$ cat src/rtl/controlador_pkg.sv
// Shared constants for controlador_animacao: estado one-hot codes, per-state
// frame tables, status-bar byte codes and the sprite image content.
package controlador_pkg;

    localparam logic [3:0] ESTADO_IDLE       = 4'b0000;
    localparam logic [3:0] ESTADO_DORMINDO   = 4'b0001;
    localparam logic [3:0] ESTADO_COMENDO    = 4'b0010;
    localparam logic [3:0] ESTADO_DANDO_AULA = 4'b0100;
    localparam logic [3:0] ESTADO_MORTO      = 4'b1000;

    localparam logic [7:0] BAR_FULL      = 8'hEE;
    localparam logic [7:0] BAR_HALF      = 8'hE0;
    localparam logic [7:0] BAR_OFF       = 8'h00;
    localparam logic [7:0] BAR_LEVEL_MAX = 8'd100;

    localparam int unsigned BAR_ROWS      = 5;
    localparam int unsigned BAR_COL_FIRST = 1;
    localparam int unsigned BAR_COL_LAST  = 5;

    typedef enum logic [2:0] {
        ST_IDLE,
        ST_DORMINDO,
        ST_COMENDO,
        ST_DANDO_AULA,
        ST_MORTO
    } anim_state_t;

    function automatic anim_state_t decode_estado(input logic [3:0] estado);
        anim_state_t s;
        case (estado)
            ESTADO_IDLE:       s = ST_IDLE;
            ESTADO_DORMINDO:   s = ST_DORMINDO;
            ESTADO_COMENDO:    s = ST_COMENDO;
            ESTADO_DANDO_AULA: s = ST_DANDO_AULA;
            ESTADO_MORTO:      s = ST_MORTO;
            default:           s = ST_IDLE;
        endcase
        return s;
    endfunction

    function automatic int unsigned frame_count(input anim_state_t s);
        int unsigned n;
        case (s)
            ST_DORMINDO:   n = 4;
            ST_COMENDO:    n = 5;
            ST_DANDO_AULA: n = 7;
            ST_MORTO:      n = 8;
            default:       n = 6;
        endcase
        return n;
    endfunction

    // First frame of each state inside the concatenated sprite sheet.
    function automatic int unsigned frame_base(input anim_state_t s);
        int unsigned n;
        case (s)
            ST_DORMINDO:   n = 6;
            ST_COMENDO:    n = 10;
            ST_DANDO_AULA: n = 15;
            ST_MORTO:      n = 22;
            default:       n = 0;
        endcase
        return n;
    endfunction

    function automatic logic is_one_shot(input anim_state_t s);
        return s == ST_MORTO;
    endfunction

    // Sprite sheet content, indexed by global frame number and byte offset.
    function automatic logic [7:0] image_byte(input int unsigned frame_g, input int unsigned offset);
        return 8'((frame_g * 37) ^ offset ^ (offset >> 8));
    endfunction

endpackage

$ cat src/rtl/barra_status.sv
// Status-bar cell renderer: maps a bar level (0..100, clamped) and a bar
// column (1..5) to the full/half/empty display byte.
module barra_status
    import controlador_pkg::*;
(
    input  logic [7:0] level,
    input  logic [2:0] col,
    output logic [7:0] bar_byte
);

    logic [7:0] lvl;
    logic [7:0] full_thr;
    logic [7:0] half_thr;

    always_comb begin
        lvl = (level > BAR_LEVEL_MAX) ? BAR_LEVEL_MAX : level;
        case (col)
            3'd1:    full_thr = 8'd90;
            3'd2:    full_thr = 8'd70;
            3'd3:    full_thr = 8'd50;
            3'd4:    full_thr = 8'd30;
            3'd5:    full_thr = 8'd10;
            default: full_thr = 8'hFF;
        endcase
        half_thr = full_thr - 8'd10;
        if (lvl > full_thr) begin
            bar_byte = BAR_FULL;
        end else if (lvl > half_thr) begin
            bar_byte = BAR_HALF;
        end else begin
            bar_byte = BAR_OFF;
        end
    end

endmodule

$ cat src/rtl/controlador_animacao.sv
// Animation controller: streams sprite bytes per request, advances frames only
// at frame boundaries, overlays status bars. Optional macro: BAR_BLINK_EN.
module controlador_animacao
    import controlador_pkg::*;
#(
    parameter int unsigned BYTES_PER_FRAME = 1024,
    parameter int unsigned ADDR_W          = 10,
    parameter int unsigned NUM_BARS        = 3,
    parameter int unsigned BAR_ROW0        = 8,
    parameter int unsigned BAR_PITCH       = 10,
    parameter int unsigned TICK_DIV        = 2**20,
    parameter int unsigned MAX_FRAMES      = 8,
    localparam int unsigned FI_W           = (MAX_FRAMES > 1) ? $clog2(MAX_FRAMES) : 1
) (
    input  logic                  clk,
    input  logic                  rst_n,
    input  logic [3:0]            estado,
    input  logic                  byte_req,
    input  logic [ADDR_W-1:0]     byte_counter,
    input  logic [NUM_BARS*8-1:0] bar_levels,
    output logic [7:0]            data_to_send,
    output logic                  data_valid,
    output logic [FI_W-1:0]       frame_idx,
    output logic                  anim_done
);

    localparam int unsigned       TW        = (TICK_DIV > 1) ? $clog2(TICK_DIV) : 1;
    localparam logic [TW-1:0]     TICK_LAST = TW'(TICK_DIV - 1);
    localparam logic [ADDR_W-1:0] LAST_BYTE = ADDR_W'(BYTES_PER_FRAME - 1);

    anim_state_t       cur_state;
    anim_state_t       nxt_state;
    logic [FI_W-1:0]   st_last;
    logic [7:0]        st_base;
    logic              st_one_shot;

    logic [TW-1:0]     tick_cnt;
    logic [ADDR_W-1:0] idle_cnt;
    logic              pending;
    logic              tick_wrap;
    logic              boundary;
    logic              state_change;
    logic              advance;
    logic [FI_W-1:0]   adv_frame;
    logic              adv_done;

    logic              bar_hit;
    logic [7:0]        bar_level;
    logic [7:0]        bar_byte;
    logic [7:0]        bar_shown;
    logic [7:0]        rom_byte;
    logic [31:0]       row_u;
    logic [31:0]       col_u;

    // idle_cnt holds prior consecutive request-free cycles, saturating, so a
    // long gap keeps presenting a boundary every cycle.
    assign tick_wrap    = (tick_cnt == TICK_LAST);
    assign boundary     = byte_req ? (byte_counter == LAST_BYTE) : (idle_cnt == LAST_BYTE);
    assign state_change = (nxt_state != cur_state);
    assign advance      = boundary && (pending || tick_wrap);

    always_ff @(posedge clk or negedge rst_n) begin
        if (!rst_n) begin
            cur_state <= ST_IDLE;
        end else begin
            cur_state <= nxt_state;
        end
    end

    always_comb begin
        nxt_state = cur_state;
        if (boundary) begin
            nxt_state = decode_estado(estado);
        end
    end

    always_comb begin
        st_last     = FI_W'(frame_count(cur_state) - 1);
        st_base     = 8'(frame_base(cur_state));
        st_one_shot = is_one_shot(cur_state);
    end

    always_comb begin
        if (frame_idx == st_last) begin
            adv_frame = st_one_shot ? st_last : '0;
        end else begin
            adv_frame = frame_idx + FI_W'(1);
        end
        adv_done = st_one_shot && (adv_frame == st_last);
    end

    always_ff @(posedge clk or negedge rst_n) begin
        if (!rst_n) begin
            tick_cnt <= '0;
            idle_cnt <= '0;
        end else begin
            tick_cnt <= tick_wrap ? '0 : tick_cnt + TW'(1);
            if (byte_req) begin
                idle_cnt <= '0;
            end else if (idle_cnt != LAST_BYTE) begin
                idle_cnt <= idle_cnt + ADDR_W'(1);
            end
        end
    end

    always_ff @(posedge clk or negedge rst_n) begin
        if (!rst_n) begin
            frame_idx <= '0;
            anim_done <= 1'b0;
            pending   <= 1'b0;
        end else if (state_change) begin
            frame_idx <= '0;
            anim_done <= 1'b0;
            pending   <= 1'b0;
        end else if (advance) begin
            frame_idx <= adv_frame;
            anim_done <= adv_done;
            pending   <= 1'b0;
        end else if (tick_wrap) begin
            pending <= 1'b1;
        end
    end

    // Scan bars from highest to lowest index so the lowest overlapping bar wins.
    always_comb begin
        bar_hit   = 1'b0;
        bar_level = '0;
        row_u     = 32'(byte_counter[ADDR_W-1:3]);
        col_u     = 32'(byte_counter[2:0]);
        for (int unsigned i = 0; i < NUM_BARS; i++) begin
            if (row_u >= BAR_ROW0 + (NUM_BARS - 1 - i) * BAR_PITCH &&
                row_u <  BAR_ROW0 + (NUM_BARS - 1 - i) * BAR_PITCH + BAR_ROWS &&
                col_u >= BAR_COL_FIRST && col_u <= BAR_COL_LAST) begin
                bar_hit   = 1'b1;
                bar_level = bar_levels[8*(NUM_BARS-1-i) +: 8];
            end
        end
    end

    barra_status u_barra (
        .level    (bar_level),
        .col      (byte_counter[2:0]),
        .bar_byte (bar_byte)
    );

`ifdef BAR_BLINK_EN
    logic blink_phase;

    always_ff @(posedge clk or negedge rst_n) begin
        if (!rst_n) begin
            blink_phase <= 1'b0;
        end else if (tick_wrap) begin
            blink_phase <= ~blink_phase;
        end
    end

    assign bar_shown = (blink_phase && (bar_level < 8'd20)) ? BAR_OFF : bar_byte;
`else
    assign bar_shown = bar_byte;
`endif

    assign rom_byte = image_byte(32'(st_base) + 32'(frame_idx), 32'(byte_counter));

    always_ff @(posedge clk or negedge rst_n) begin
        if (!rst_n) begin
            data_to_send <= '0;
            data_valid   <= 1'b0;
        end else begin
            data_valid <= byte_req;
            if (byte_req) begin
                data_to_send <= bar_hit ? bar_shown : rom_byte;
            end
        end
    end

endmodule
$ cat config.mk
export PLATFORM = sky130hd
export DESIGN_NAME = controlador_animacao
export DESIGN_NICKNAME = d
export VERILOG_FILES = /design/src/rtl/controlador_pkg.sv /design/src/rtl/barra_status.sv /design/src/rtl/controlador_animacao.sv
export SDC_FILE = /design/constraint.sdc
export NUM_CORES = 1
export LEC_CHECK = 0
export BUFFER_PORTS_ARGS = -buffer_cell sky130_fd_sc_hd__buf_2
export CORE_AREA = 2 2 126 79
export CTS_BUF_LIST = sky130_fd_sc_hd__clkbuf_16
export DETAILED_ROUTE_END_ITERATION = 12
export DIE_AREA = 0 0 128 81
export PLACE_DENSITY_LB_ADDON = 0.12
export SYNTH_ARGS = -nofsm -noshare
export SYNTH_HDL_FRONTEND = slang
export SYNTH_SLANG_ARGS = --single-unit
export TNS_END_PERCENT = 50
$ cat constraint.sdc
create_clock -name clk -period 6.4 [get_ports clk]
set_input_delay 1.92 -clock clk [delete_from_list [all_inputs] [get_ports clk]]
set_output_delay 1.92 -clock clk [all_outputs]
set_load 0.03 [all_outputs]
==> qor.csv <==
metric,value,unit
Slowest cell on crit path,a221oi_1,
FF-to-FF Start,cur_state[1],
post-route ant nets,0,
cells on worst reg2reg path,18,
Worst Hold End,tick_cnt[19],
die area,10400,µm²
# setup viols final,0,
fill count,922,
min-delay worst type,reg2reg,
post-synthesis mux area share,1.71,%
"commonest non-fill, non-tap cell in the layout",buf_2,
Synth Flop Type,dfrtp_1,
top cell type's share of synthesized area,31.6,%
FF-to-FF End,data_to_send[6],
data required time of the worst path,6.57,ns
cells along the critical path,"buf_2, nand4bb_1, a221oi_1, and3_2, o22a_1, or2_2, nor2_1, ha_1, inv_1, a21oi_1, nor2_1, nor2_1, nand2_1, a41oi_1, nor3_1, a311o_1",
global-route wire length before repair,14.1,mm
"FFs w/ async S/R, synth",100,%
final net count,549,
Multi-input gate area,2400,µm²
# Post-CTS Setup Buffers,0,
"area leader, netlist",dfrtp_1,
CTS Buffer Depth,2,
DRT Pass-1 Iters,4,
IO Count,54,
CTS hold repair buffers,0,
wire per inst,14.5,µm
Rel. slew slack,48.3,%
TritonCTS Buffers,5,
Setup Skew,0.00325,ns
GRT Util Overall,17.2,%
Synth Area in Simple Gates,23.5,%
starting density of the core,39.6,%
GPL Wtd Cong,0.873,
f_max,208,MHz
"delay-heaviest family, CP",compound AO/OA/AOI/OAI gates,
antenna cells,0,
most frequent cells in the layout,"buf_2 (53), dfrtp_1 (47), nor2_1 (43), ha_1 (32), nand2_1 (31)",
final period utilization,75.0,%
clk slew on worst S/H paths,0.06,ns
Worst Path Buf+Inv,2,
post-synthesis cell count,421,
Startpoint Class,primary input,
Synth Area in Compound Gates,15.9,%
num rows,28,
status,completed,
Die W,128,µm
chip height,81,µm
antenna violations before repair,0,
combinational family with the most area after synthesis,simple AND/OR/NAND/NOR gates,
fin util,45.0,%
fraction of layout cells with a size suffix above 1,17.9,%
leakage power,2.05,nW
critical path class,in2reg,
RSZ-0062 raised after global routing,no,
I/O Buffers,53,
Setup TNS Final,0,ns
Via Count,3140,
Ys Warns,0,
number of synthesized flops with an enable pin,0,
Cells on Worst Hold Path,1,
post-CTS resize count,0,
"Slew Viols, Final",0,
CTS Sinks,47,
Max-Cap Viols,0,
Detailed Route Iter0 Violations,247,
hold path start,tick_cnt[19],
crit path DAT,4.97,ns
VDD IR-drop max,0.0999,mV
distinct cell type count after synthesis,68,
top post-synthesis cells by area,"dfrtp_1 (32%), ha_1 (11%), xnor2_1 (6.8%)",
"Seq/Total Area, Yosys",31.6,%
syn_area_per_cell,8.84,µm²
CP most frequent cell,nor2_1,
vias in the first global route,2863,
Final min period,4.80,ns
Post-Route WL,8.59,mm
Worst Tran Pin Value,0.769,ns
hpwl dp,6.78,mm
crit end category,flip-flop,
final hold vios,0,
clk root buf,clkbuf_16,
CTS tree,yes,
Layout area overhead,13.5,%
Residual DRC,0,
R2R setup slack,2.31,ns
maximum fanout along the worst path,5,
number of synthesized register bits,47,
largest net degree at the start of global routing,48,
Mapped Area,3720,µm²
storage element area,1180,µm²
Core ar.,9390,µm²
H-tree depth,2,
crit-path max cell delay,0.58,ns
Clock Latency Late Sink,0.28,ns
Adder-Cell Fraction of Synth Area,12.4,%
Vias/cell,5.29,
XOR/XNOR Fraction of Synth Area,10.6,%
P per Cell Area,165,nW/µm²
total congestion overflow,0,
==> per-layer routing <==
metal / routed length, µm / vias up / track usage (%)
li1: - / 1608 / -
met1: 4700 / 1461 / 26.3
met2: 3420 / 65 / 24.4
met3: 384 / 6 / 3.95
met4: 83 / 0 / 3.85
met5: 0 / - / 0
==> registers in the layout (all words and copies together), names as in the netlist <==
register	flops
tick_cnt	20
idle_cnt	10
data_to_send	8
cur_state	3
frame_idx	3
anim_done	1
data_valid	1
pending	1
==> worst max path at each step <==
stage,end,slack (ns),startpoint,cells past startpoint
global placement,data_to_send[1],1.44,byte_counter[9],16
global route,data_to_send[1],1.34,byte_counter[9],16
CTS,data_to_send[1],1.63,byte_counter[9],16
finish,data_to_send[1],1.60,byte_counter[9],16
floorplan,data_to_send[5],1.79,byte_counter[0],15
detailed placement,data_to_send[1],1.33,byte_counter[9],16
==> cells by family after synthesis <==
logic type / Yosys count
AOI/OAI and AO/OA: 86
xor gates and xnor gates: 45
adders and majority gates: 35
buffers and inverters: 35
DFF: 47
muxes: 6
other: 1
and+or+nand+nor: 166
==> cell usage after synthesis (3+ instances only) <==
cell / instances
nand3_1: 24
a31oi_1: 4
nor2_1: 43
mux2i_1: 3
nand4_1: 9
nor4_1: 3
ha_1: 32
and3_1: 8
and4_1: 4
xor2_1: 16
inv_1: 24
mux2_2: 3
a22oi_1: 3
nand2_1: 31
o21a_1: 4
clkbuf_1: 6
o21ai_0: 19
fa_1: 3
o22ai_1: 3
a21oi_1: 23
or3_1: 4
nor2b_1: 6
xnor2_1: 29
nand2b_1: 7
nor3_1: 4
or2_2: 3
a21o_1: 4
dfrtp_1: 47
==> through the flow <==
stage	hold WS, ns	worst slack [ns]	total power [mW]	std cells	area [µm²]
final	0.476	1.60	0.695	594	4220
after global routing	0.492	1.34	0.734	594	4220
after detailed placement	0.465	1.33	0.452	586	4090
after CTS	0.479	1.63	0.701	594	4220
after floorplan	0.439	1.79	0.405	423	3730
after global placement	0.465	1.44	0.452	586	4090
==> layout make-up <==
cell class,count,share of cell area (%)
clock inverters,3,0.296
well taps,120,3.56
multi-input cells,341,56.7
flip-flops and latches,47,27.9
repair buffers,54,6.46
clock buffers,5,2.96
inverters,24,2.13
==> power by group <==
group	switching, mW	leakage, nW	internal [mW]	total (mW)
clock	0.107	0.0762	0.141	0.248
combinational	0.0822	1.36	0.0527	0.135
sequential	0.00599	0.619	0.306	0.312
total	0.195	2.05	0.500	0.695
==> worst register-to-register path, stage by stage, from the launching register on <==
cell	delay, ns
dfrtp_1	0.46
nor2b_1	0.34
inv_1	0.12
nor2_1	0.15
ha_1	0.19
inv_1	0.06
fa_1	0.39
inv_1	0.07
a21oi_1	0.05
o21ai_0	0.30
ha_1	0.30
ha_1	0.29
ha_1	0.17
inv_1	0.06
fa_1	0.37
xnor2_1	0.21
xnor2_1	0.14
nand2_1	0.08
o221a_2	0.25
(Power assumes the default switching activity.)
